`src/rtl/bin_seq_ctrl.sv`:
```
// Bin-sequencing controller: walks the bins of a partitioned SAT instance, running
// load / core-run / update / decide for each bin with backtracking and an iteration limit.
module bin_seq_ctrl #(
  parameter int WIDTH_BIN_ID = 10,
  parameter int WIDTH_LVL    = 16,
  parameter int WIDTH_ITER   = 16
) (
  input  logic                    clk,
  input  logic                    rst,
  input  logic                    start_i,
  input  logic [WIDTH_BIN_ID-1:0] nb_all_i,
  input  logic [WIDTH_ITER-1:0]   max_iter_i,
  output logic                    done_o,
  output logic                    global_sat_o,
  output logic                    global_unsat_o,
  output logic                    abort_o,
  output logic                    load_req_o,
  output logic [WIDTH_BIN_ID-1:0] load_bin_o,
  input  logic                    load_done_i,
  output logic                    start_core_o,
  input  logic                    done_core_i,
  input  logic                    local_sat_i,
  input  logic                    local_unsat_i,
  input  logic [WIDTH_LVL-1:0]    cur_lvl_from_core_i,
  input  logic [WIDTH_BIN_ID-1:0] bkt_bin_from_core_i,
  input  logic [WIDTH_LVL-1:0]    bkt_lvl_from_core_i,
  output logic                    upd_req_o,
  output logic [WIDTH_BIN_ID-1:0] upd_bin_o,
  input  logic                    upd_done_i,
  output logic [WIDTH_BIN_ID-1:0] cur_bin_num_o,
  output logic [WIDTH_LVL-1:0]    cur_lvl_o,
  output logic [WIDTH_LVL-1:0]    base_lvl_o,
  output logic [WIDTH_ITER-1:0]   iter_cnt_o
);

  typedef enum logic [2:0] {
    S_IDLE,
    S_LOAD,
    S_RUN,
    S_WAIT,
    S_UPDATE,
    S_DECIDE,
    S_DONE
  } state_t;

  state_t                  r_state;
  state_t                  w_next_state;

  logic [WIDTH_BIN_ID-1:0] r_nb;
  logic [WIDTH_ITER-1:0]   r_max_iter;
  logic [WIDTH_BIN_ID-1:0] r_cur_bin;
  logic [WIDTH_LVL-1:0]    r_cur_lvl;
  logic [WIDTH_LVL-1:0]    r_base_lvl;
  logic [WIDTH_ITER-1:0]   r_iter;
  logic                    r_unsat;
  logic [WIDTH_BIN_ID-1:0] r_bkt_bin;
  logic [WIDTH_LVL-1:0]    r_bkt_lvl;
  logic                    r_gsat;
  logic                    r_gunsat;
  logic                    r_abort;

  logic [WIDTH_ITER-1:0]   w_iter_inc;
  logic                    w_last_bin;
  logic                    w_limit;
  logic                    w_adv;
  logic                    w_bkt;
  logic                    w_fin_sat;
  logic                    w_fin_unsat;
  logic                    w_fin_abort;

  assign w_iter_inc = (r_iter == '1) ? r_iter : r_iter + WIDTH_ITER'(1);
  assign w_last_bin = (r_cur_bin == r_nb - WIDTH_BIN_ID'(1));
  assign w_limit    = (r_max_iter != '0) && (w_iter_inc == r_max_iter);

  always_ff @(posedge clk or negedge rst) begin
    if (!rst) begin
      r_state <= S_IDLE;
    end else begin
      // NOTE: non-blocking so every register samples pre-edge values regardless of block order.
      r_state <= w_next_state;
    end
  end

  always_comb begin
    // NOTE: every signal written here gets a default first, so no path can infer a latch.
    w_next_state = r_state;
    load_req_o   = 1'b0;
    load_bin_o   = '0;
    start_core_o = 1'b0;
    upd_req_o    = 1'b0;
    upd_bin_o    = '0;
    done_o       = 1'b0;
    w_adv        = 1'b0;
    w_bkt        = 1'b0;
    w_fin_sat    = 1'b0;
    w_fin_unsat  = 1'b0;
    w_fin_abort  = 1'b0;

    case (r_state)
      S_IDLE: begin
        if (start_i) w_next_state = (nb_all_i == '0) ? S_DONE : S_LOAD;
      end
      S_LOAD: begin
        load_req_o = 1'b1;
        load_bin_o = r_cur_bin;
        if (load_done_i) w_next_state = S_RUN;
      end
      S_RUN: begin
        start_core_o = 1'b1;
        w_next_state = S_WAIT;
      end
      S_WAIT: begin
        if (done_core_i) w_next_state = S_UPDATE;
      end
      S_UPDATE: begin
        upd_req_o = 1'b1;
        upd_bin_o = r_cur_bin;
        if (upd_done_i) w_next_state = S_DECIDE;
      end
      S_DECIDE: begin
        // Terminating results are checked before the limit, so they win over abort.
        w_next_state = S_DONE;
        if (!r_unsat) begin
          if (w_last_bin)   w_fin_sat = 1'b1;
          else if (w_limit) w_fin_abort = 1'b1;
          else begin
            w_adv        = 1'b1;
            w_next_state = S_LOAD;
          end
        end else begin
          if ((r_bkt_lvl == '0) || (r_bkt_bin >= r_nb)) w_fin_unsat = 1'b1;
          else if (w_limit)                             w_fin_abort = 1'b1;
          else begin
            w_bkt        = 1'b1;
            w_next_state = S_LOAD;
          end
        end
      end
      S_DONE: begin
        done_o       = 1'b1;
        w_next_state = S_IDLE;
      end
      default: w_next_state = S_IDLE;
    endcase
  end

  always_ff @(posedge clk or negedge rst) begin
    if (!rst) begin
      r_nb       <= '0;
      r_max_iter <= '0;
      r_cur_bin  <= '0;
      r_cur_lvl  <= '0;
      r_base_lvl <= '0;
      r_iter     <= '0;
      r_unsat    <= 1'b0;
      r_bkt_bin  <= '0;
      r_bkt_lvl  <= '0;
      r_gsat     <= 1'b0;
      r_gunsat   <= 1'b0;
      r_abort    <= 1'b0;
    end else begin
      case (r_state)
        S_IDLE: begin
          if (start_i) begin
            r_nb       <= nb_all_i;
            r_max_iter <= max_iter_i;
            r_cur_bin  <= '0;
            r_cur_lvl  <= '0;
            r_base_lvl <= '0;
            r_iter     <= '0;
            r_gsat     <= (nb_all_i == '0);
            r_gunsat   <= 1'b0;
            r_abort    <= 1'b0;
          end
        end
        S_LOAD: begin
          if (load_done_i) r_base_lvl <= r_cur_lvl;
        end
        S_WAIT: begin
          if (done_core_i) begin
            // A visit reporting neither flag counts as sat; unsat wins when both are set.
            r_unsat   <= local_unsat_i;
            r_bkt_bin <= bkt_bin_from_core_i;
            r_bkt_lvl <= bkt_lvl_from_core_i;
            r_cur_lvl <= cur_lvl_from_core_i;
          end
        end
        S_DECIDE: begin
          r_iter <= w_iter_inc;
          if (w_adv) r_cur_bin <= r_cur_bin + WIDTH_BIN_ID'(1);
          if (w_bkt) begin
            r_cur_bin <= r_bkt_bin;
            r_cur_lvl <= r_bkt_lvl;
          end
          if (w_fin_sat)   r_gsat   <= 1'b1;
          if (w_fin_unsat) r_gunsat <= 1'b1;
          if (w_fin_abort) r_abort  <= 1'b1;
        end
        default: ;
      endcase
    end
  end

  assign global_sat_o   = r_gsat;
  assign global_unsat_o = r_gunsat;
  assign abort_o        = r_abort;
  assign cur_bin_num_o  = r_cur_bin;
  assign cur_lvl_o      = r_cur_lvl;
  assign base_lvl_o     = r_base_lvl;
  assign iter_cnt_o     = r_iter;

endmodule
```
`config.mk`:
```
export PLATFORM = sky130hd
export DESIGN_NAME = bin_seq_ctrl
export DESIGN_NICKNAME = d
export VERILOG_FILES = /design/src/rtl/bin_seq_ctrl.sv
export SDC_FILE = /design/constraint.sdc
export NUM_CORES = 1
export LEC_CHECK = 0
export BUFFER_PORTS_ARGS = -buffer_cell sky130_fd_sc_hd__buf_2
export CORE_MARGIN = 2
export CORE_UTILIZATION = 54
export DETAILED_ROUTE_END_ITERATION = 16
export HOLD_SLACK_MARGIN = 0.1
export PLACE_DENSITY = 0.86
export SYNTH_ARGS = -nofsm -noshare
export SYNTH_HDL_FRONTEND = slang
export SYNTH_SLANG_ARGS = --single-unit
export TNS_END_PERCENT = 100
```
`constraint.sdc`:
```
create_clock -name clk -period 4.88 [get_ports clk]
set_input_delay 0.488 -clock clk [delete_from_list [all_inputs] [get_ports clk]]
set_output_delay 0.488 -clock clk [all_outputs]
set_load 0.005 [all_outputs]
```
==> results of run 1 <==
Yosys cell counts, drive strengths merged, types with 3 or more instances:
cell type | n | area share (%)
dfrtp | 117 | 44
nand2 | 116 | 6.5
o21ai | 50 | 3.7
mux2 | 46 | 8.3
clkbuf | 35 | 2.0
nor2 | 28 | 1.6
and2 | 24 | 2.2
a21oi | 20 | 1.5
nor4 | 20 | 2.1
nand3 | 19 | 1.6
a22o | 18 | 2.4
inv | 17 | 0.95
xnor2 | 14 | 1.8
ha | 13 | 2.4
nor3 | 12 | 0.97
mux2i | 11 | 1.6
and3 | 10 | 0.93
nand4 | 10 | 1.0
buf | 9 | 1.0
xor2 | 9 | 1.2
a211oi | 8 | 0.90
a31oi | 8 | 0.75
o31ai | 8 | 0.90
nor3b | 7 | 0.78
nor2b | 6 | 0.56
o2bb2ai | 6 | 0.78
and4 | 5 | 0.65
or3 | 5 | 0.47
nand3b | 4 | 0.45
a21o | 3 | 0.34
a311oi | 3 | 0.39
and3b | 3 | 0.39
o21a | 3 | 0.34
final timing paths:
kind                            cells past startpoint                          to  slack [ns]
worst max-delay path                               10    cur_lvl_o[9]$_DFFE_PN0P_        0.68
min in group clk                                    3  r_max_iter[11]$_DFFE_PN0P_        0.26
worst min-delay path                                1   iter_cnt_o[7]$_DFFE_PN0P_        0.21
worst min register to register                      2   base_lvl_o[0]$_DFFE_PN0P_        0.48
max in group asynchronous                           2   r_max_iter[7]$_DFFE_PN0P_        3.55
worst max register to register                     10    cur_lvl_o[9]$_DFFE_PN0P_        0.68
metrics by stage:
| stage | setup slack (ns) | util (%) | total power, mW |
|---|---|---|---|
| floorplan | 1.38 | - | 3.20 |
| global placement | 0.892 | 62.9 | 3.78 |
| detailed placement | 0.768 | 62.9 | 3.89 |
| CTS | 0.744 | 67.9 | 5.21 |
| global route | 0.476 | 67.9 | 5.55 |
| finish | 0.680 | 67.9 | 5.22 |
power groups by stage:
stage / sequential [mW] / clock (mW) / combinational, mW
after floorplan: 1.71 / 0 / 1.48
after global placement: 1.87 / 0 / 1.91
after detailed placement: 1.90 / 0 / 1.99
after CTS: 1.89 / 1.29 / 2.03
after global routing: 1.96 / 1.34 / 2.25
final: 1.91 / 1.28 / 2.04
cells in the final DEF (no fill, tap or decap), drive strengths merged, types with 3 or more instances in the layout:
master	n
and3b	3
and3	10
nor2	28
a22o	18
nand3b	4
and4	5
clkbuf	18
nor3b	7
a21o	3
clkinvlp	4
ha	13
xnor2	14
dfrtp	117
buf	166
o31ai	8
nand3	19
nand4	10
or3	5
a21oi	20
mux2	46
mux2i	11
and2	24
inv	23
xor2	9
nor4	20
a211oi	8
nor2b	6
nor3	12
o21a	3
nand2	116
a311oi	3
o21ai	50
a31oi	8
o2bb2ai	6
sequential cells by signal, summed over array words and instances, names as in the netlist, 3 cells and up:
name and flops:
base_lvl_o 16, cur_bin_num_o 10, cur_lvl_o 16, iter_cnt_o 16
r_bkt_bin 10, r_bkt_lvl 16, r_max_iter 16, r_nb 10
r_state 3
routing by layer:
metal  share of wire [%]  up-vias  track usage, %  wire (um)
met5                   0        -               0          0
met4                 2.2        0            11.4        423
met3                 9.0       44            5.75       1710
met2                  46      342            45.0       8680
met1                  43     2922            40.2       8150
li1                    -     2849               -          -
worst max-delay path: stages (launching register included):
cell     delay [ns]
dfrtp_1        0.53
ha_1           0.36
nand4_2        0.34
nor4_2         0.47
mux2_2         0.39
a31o_2         0.22
nor4_2         0.24
and4_1         0.30
nor3b_2        0.08
a221o_1        0.71
mux2_4         0.44
cells by family after synthesis:
logic type                 synth area share (%)
AOI/OAI and AO/OA                          15.8
xor gates and xnor gates                   3.01
adders and majority gates                  2.43
buffers and inverters                      3.92
DFF                                        43.7
muxes                                      9.93
and+or+nand+nor                            21.2
area by class of cell:
| cell class | instances | area, sq um | share of cell area, % |
|---|---|---|---|
| Clock buffer | 18 | 439 | 5.36 |
| Timing Repair Buffer | 166 | 851 | 10.4 |
| Tap cell | 168 | 210 | 2.57 |
| Inverter | 17 | 63.8 | 0.779 |
| Multi-Input combinational cell | 525 | 3530 | 43.1 |
| Sequential cell | 117 | 2930 | 35.8 |
| Clock inverter | 14 | 168 | 2.05 |
==> metrics.txt, run 1 <==
All-Layer GR Usage=29.0%; routed vias=6157; Longest Clk Path Bufs=2; Final ANT Viol Nets=0; number of CTS-inserted buffers=17; antenna violations before repair=0; chip height=115 um; max cap viols=0; Slew Viols, Final=0; GPL Wtd Cong=0.971; Total Wirelength=19.0 mm; FF-to-FF Start=iter_cnt_o[0]$_DFFE_PN0P_; Pwr Density=638 nW/um^2; Clk network pwr share=24.5%; die width=115 um; fin crit share=86.1%; Inserted Diodes=0; Critical Path Sink Type=flop; post-cts hold buffer count=0; post-synthesis sequential area ratio=43.7%; Reg clk slew, reported paths=0.06 ns; switching portion of total power=40.0%; Max Fclk=0.238 GHz; peak supply drop=270 uV; Post-synth EDFFs=0; Critical Path Fanout Max=16; Fillers=932; fin area=8190 sq um; Final Skew=0.00900 ns; worst hold path type=in -> async; Finish-stage setup viols=0; number of global-route vias before repair=5779; Clock Sinks=117; status=finished, final reports clean; post-layout net count=933; Mapped Cells=703; DPL Wire Length=13.2 mm; WS Path Type=reg -> reg; Row Count=40; Placed Area=7580 sq um; max_slew headroom=25.4%; dpl cells=993; RSZ-0062 raised after global routing=false; drt first pass iters=6; sequential share of power=36.5%; # DRC=0; Iteration-0 DRC Markers=583; DR WL/cell=18.5 um; Synth Register Bits=117; layout overhead on the synthesized area=22.2%; syn nets=792; post-CTS setup buffer count=0; crit path DAT=4.51 ns; Layout Cells excl Fill=1025; P_sw=2.09 mW; Root Buffer=clkbuf_16; first-pass GRT wire length=29.9 mm; CP startpoint kind=flop; ys async rst share=100%; clk_lat worst skew=0.42 ns; crit path time final=4.20 ns; H-tree depth=4; Ports=161; Most used DFF post-synth=dfrtp_1; share of cells above drive strength 1=30.3%; pin count of the biggest net entering global routing=75; Distinct cells, synth=65; Slew @ Worst Pin=1.12 ns; Post-Syn Area=6700 sq um; setup TNS=0 ns; Post-Syn Area per Cell=9.53 sq um; global route overflow=0; Internal=3.13 mW; CTS tree=built; Lkg Pwr=3.87 nW; Critical path origin=iter_cnt_o[0]$_DFFE_PN0P_; hold_ws=0.206 ns; Req. time, crit path=5.19 ns; Initial Util=55.5%; CTS resizes=0; IO Port Bufs=159; Final Hold Fails=0; Yosys warning total=0; Via density=6.01; core area=12100 sq um; combinational power share=39.0%; die area=13300 sq um
Power figures use the tool's default switching activity.
==> run 2: changes to the inputs <==
clock period = 4.8 ns   (was 4.88 ns; I/O delays follow)
==> metrics.txt, run 2 (synthesis gave the netlist of run 1 again) <==
Clock Sinks=117; All-Layer GR Usage=29.3%; pin count of the biggest net entering global routing=68; crit path time final=4.15 ns; clk_lat worst skew=0.42 ns; most frequent cells in the layout=158 x buf_2, 117 x dfrtp_1, 116 x nand2_1, 50 x o21ai_0, 36 x mux2_2; GPL Wtd Cong=0.936; Top delay family on crit path=compound AO/OA/AOI/OAI gates; Inserted Diodes=0; Via density=6.06; critical-path cell list=ha_1 -> nand4_2 -> nor2_1 -> a31oi_1 -> xor2_1 -> a2111oi_0 -> and4_1 -> nor3b_2 -> a221o_1 -> mux2_4; Req. time, crit path=5.10 ns; Critical Path Fanout Max=16; Finish-stage setup viols=0; # DRC=0; post-CTS setup buffer count=0; post-layout net count=934; layout overhead on the synthesized area=22.6%; Final ANT Viol Nets=0; CTS tree=built; post-cts hold buffer count=0; worst hold path type=in -> async; fin crit share=86.4%; global route overflow=0; dpl cells=994; Final Skew=0.0121 ns; number of CTS-inserted buffers=17; Slew @ Worst Pin=1.16 ns; routed vias=6209; max_slew headroom=22.9%; setup TNS=0 ns; share of cells above drive strength 1=30.3%; max cap viols=0; die width=115 um; Crit path largest cell delay=0.71 ns; Layout Cells excl Fill=1025; Reg2Reg Depth=10; Row Count=40; crit path DAT=4.45 ns; antenna violations before repair=0; core area=12100 sq um; Max Fclk=0.241 GHz; Root Buffer=clkbuf_16; chip height=115 um; Lkg Pwr=3.90 nW; Iteration-0 DRC Markers=707; hold_ws=0.175 ns; CP bufs+invs=0; Pwr Density=650 nW/um^2; CP startpoint kind=flop; r2r setup slk=0.65 ns; die area=13300 sq um; first-pass GRT wire length=30.2 mm; Slew Viols, Final=0; Reg clk slew, reported paths=0.06 ns; commonest non-fill, non-tap cell in the layout=buf_2; Stages on worst setup path=10; CTS resizes=0; status=finished, final reports clean; Longest Clk Path Bufs=2; IO Port Bufs=159; DPL Wire Length=13.2 mm; Total Wirelength=19.0 mm; final core occ=68.1%; Initial Util=55.5%; Critical Path Sink Type=flop; RSZ-0062 raised after global routing=false; Ports=161; peak supply drop=398 uV; DR WL/cell=18.6 um; critical path's slowest cell=a221o_1; H-tree depth=4; drt first pass iters=5; number of global-route vias before repair=5901; Final Hold Fails=0; Fillers=937; WS Path Type=reg -> reg
run 2: cell count changes in the layout (fill, tap and decap cells not counted), sizes merged:
cell / delta
clkinv: +4
clkinvlp: -3
inv: -3
bufinv: +2
buf: +1
clkbuf: -1
run 2: path summary, 6_finish.rpt:
| check | start | to |
|---|---|---|
| max reg2reg | iter_cnt_o[0]$_DFFE_PN0P_ | cur_lvl_o[7]$_DFFE_PN0P_ |
| max in group asynchronous | rst | r_nb[3]$_DFFE_PN0P_ |
| min | rst | base_lvl_o[4]$_DFFE_PN0P_ |
| min reg2reg | base_lvl_o[0]$_DFFE_PN0P_ | base_lvl_o[0]$_DFFE_PN0P_ |
| min in group clk | max_iter_i[14] | r_max_iter[14]$_DFFE_PN0P_ |
| max | iter_cnt_o[0]$_DFFE_PN0P_ | cur_lvl_o[7]$_DFFE_PN0P_ |
run 2: cell type report:
class / instances / area (sq um) / area share [%]
well taps: 168 / 210 / 2.56
clock inverters: 14 / 199 / 2.42
flip-flops and latches: 117 / 2930 / 35.6
multi-input cells: 525 / 3530 / 43.0
clock buffers: 17 / 425 / 5.18
repair buffers: 167 / 858 / 10.4
inverters: 17 / 63.8 / 0.777
run 2: report_power, final:
group / leakage [nW] / internal (mW) / total [mW] / switching, mW
logic: 2.08 / 0.987 / 2.05 / 1.07
clock network: 0.304 / 0.870 / 1.34 / 0.473
registers: 1.51 / 1.40 / 1.94 / 0.539
total: 3.90 / 3.26 / 5.34 / 2.08
run 2: per-stage QoR:
step                      setup slack (ns)  cell area (sq um)  power, mW
after floorplan                       1.30               6700       3.25
after global placement               0.814               7590       3.85
after global routing                 0.404               8210       5.66
final                                0.653               8210       5.34
after CTS                            0.691               8210       5.33
after detailed placement             0.747               7590       3.94
run 2: layer usage:
metal | global-route usage (%) | routed length [um] | vias up | part of all wire, %
met2 | 45.8 | 8820 | 310 | 46
met4 | 11.8 | 458 | 0 | 2.4
met5 | 0 | 0 | - | 0
met3 | 6.17 | 1640 | 39 | 8.6
li1 | - | - | 2844 | -
met1 | 39.9 | 8130 | 3016 | 43
==> run 3: changes to the inputs <==
CELL_PAD_IN_SITES_DETAIL_PLACEMENT = 0   (was default)
CELL_PAD_IN_SITES_GLOBAL_PLACEMENT = 2   (was default)
CORE_UTILIZATION = 33   (was 54)
PLACE_DENSITY = 0.87   (was 0.86)
==> metrics.txt, run 3 (synthesis gave the netlist of run 1 again) <==
Clk network pwr share=23.9%; GPL Wtd Cong=0.875; Via density=5.12; CP startpoint kind=flop; combinational power share=39.1%; switching portion of total power=40.7%; core area=20100 sq um; post-cts hold buffer count=0; CTS tree=built; GR Util met2=27.2%; worst hold path type=in -> async; post-layout net count=934; Crit path largest cell delay=0.73 ns; Internal=3.08 mW; drt first pass iters=7; status=finished, final reports clean; reg-to-reg endpoint=cur_lvl_o[12]$_DFFE_PN0P_; most frequent cells in the layout=158 x buf_2, 117 x dfrtp_1, 116 x nand2_1, 50 x o21ai_0, 36 x mux2_2; fin crit share=87.9%; Iteration-0 DRC Markers=393; WS Path Type=reg -> reg; Top delay family on crit path=compound AO/OA/AOI/OAI gates; crit path DAT=4.53 ns; Longest Clk Path Bufs=2; Power Total=5.20 mW; number of CTS-inserted buffers=17; Clock Sinks=117; DPL Wire Length=14.3 mm; die area=21500 sq um; Ports=161; Pwr Density=626 nW/um^2; Row Count=52; Root Buffer=clkbuf_16; Initial Util=33.3%; grt met3 use=3.97%; post-CTS setup buffer count=0; IO Port Bufs=159; Slew Viols, Final=0; Req. time, crit path=5.11 ns; r2r setup slk=0.58 ns; Final Skew=0.0112 ns; pin count of the biggest net entering global routing=71; # DRC=0; All-Layer GR Usage=18.5%; Final Hold Fails=0; antenna violations before repair=0; first-pass GRT wire length=31.3 mm; FF-to-FF Start=iter_cnt_o[0]$_DFFE_PN0P_; commonest non-fill, non-tap cell in the layout=buf_2; Seq. cell area=2930 sq um; critical-path cell list=ha_1 -> nand4_2 -> nor2_1 -> a31oi_1 -> xor2_1 -> a2111oi_0 -> and4_1 -> nor3b_2 -> a221o_1 -> mux2_4; area of the multi-input gates=3530 sq um; grt peak-use layer=met1; Reg2Reg Depth=10; DR WL/cell=17.4 um; Lkg Pwr=3.87 nW; max cap viols=0; peak supply drop=258 uV; clk_lat worst skew=0.42 ns; die width=146 um; number of global-route vias before repair=5615; max_slew headroom=20.0%; Final ANT Viol Nets=0; chip height=146 um; hold_ws=0.214 ns; Finish-stage setup viols=0; layout overhead on the synthesized area=23.9%; met1 GRT Util=27.4%; RSZ-0062 raised after global routing=false; Critical Path Sink Type=flop; routed vias=5785; share of cells above drive strength 1=30.4%; CTS resizes=0; Slew @ Worst Pin=1.20 ns; sequential share of power=37.0%; setup TNS=0 ns; global route overflow=0; Critical Path Fanout Max=16; Reg clk slew, reported paths=0.07 ns; Max Fclk=0.237 GHz; Total Wirelength=19.7 mm; CP bufs+invs=0; H-tree depth=4; final core occ=41.3%; crit path time final=4.22 ns; P_sw=2.12 mW; critical path's slowest cell=a221o_1; Fillers=2036
[run 3: power by group through the flow]
| stage | combinational (mW) | sequential (mW) | clock, mW |
|---|---|---|---|
| after detailed placement | 2.04 | 1.93 | 0 |
| after CTS | 2.05 | 1.92 | 1.26 |
| final | 2.03 | 1.92 | 1.24 |
| after floorplan | 1.51 | 1.74 | 0 |
| after global routing | 2.29 | 1.99 | 1.32 |
| after global placement | 2.02 | 1.92 | 0 |
[run 3: final cells by class]
cell class	count	area share, %
multi-input cells	525	42.5
flip-flops and latches	117	35.3
repair buffers	167	10.3
clock buffers	17	5.13
well taps	270	4.07
clock inverters	15	1.87
inverters	17	0.769
diodes	1	0.0301
[run 3: worst max path at each step]
stage,slack (ns),startpoint,cells after the start,end
finish,0.58,iter_cnt_o[0]$_DFFE_PN0P_,10,cur_lvl_o[12]$_DFFE_PN0P_
global route,0.34,iter_cnt_o[0]$_DFFE_PN0P_,10,cur_lvl_o[6]$_DFFE_PN0P_
CTS,0.60,iter_cnt_o[0]$_DFFE_PN0P_,10,cur_lvl_o[12]$_DFFE_PN0P_
detailed placement,0.63,iter_cnt_o[0]$_DFFE_PN0P_,10,cur_lvl_o[12]$_DFFE_PN0P_
global placement,0.67,iter_cnt_o[0]$_DFFE_PN0P_,10,cur_lvl_o[11]$_DFFE_PN0P_
floorplan,1.30,iter_cnt_o[0]$_DFFE_PN0P_,12,cur_lvl_o[10]$_DFFE_PN0P_
[run 3: stage by stage]
step / setup WS [ns] / cell area, sq um / instances
floorplan: 1.30 / 6700 / 703
global placement: 0.671 / 7720 / 1096
detailed placement: 0.627 / 7720 / 1096
CTS: 0.598 / 8300 / 1128
global route: 0.343 / 8300 / 1128
finish: 0.579 / 8300 / 1129
[run 3: per-layer routing]
metal | part of all wire (%) | routed length (um) | vias to the layer above
met5 | 0 | 0 | -
met4 | 1.2 | 227 | 0
met3 | 5.3 | 1040 | 14
met2 | 44 | 8750 | 182
met1 | 49 | 9650 | 2739
li1 | - | - | 2850
[run 3: worst reg2reg max path, cell delays in order, from the launching register on]
cell and delay [ns]:
dfrtp_1 0.50, ha_1 0.35, nand4_2 0.34, nor2_1 0.40, a31oi_1 0.25, xor2_1 0.19
a2111oi_0 0.48, and4_1 0.36, nor3b_2 0.08, a221o_1 0.73, mux2_4 0.44
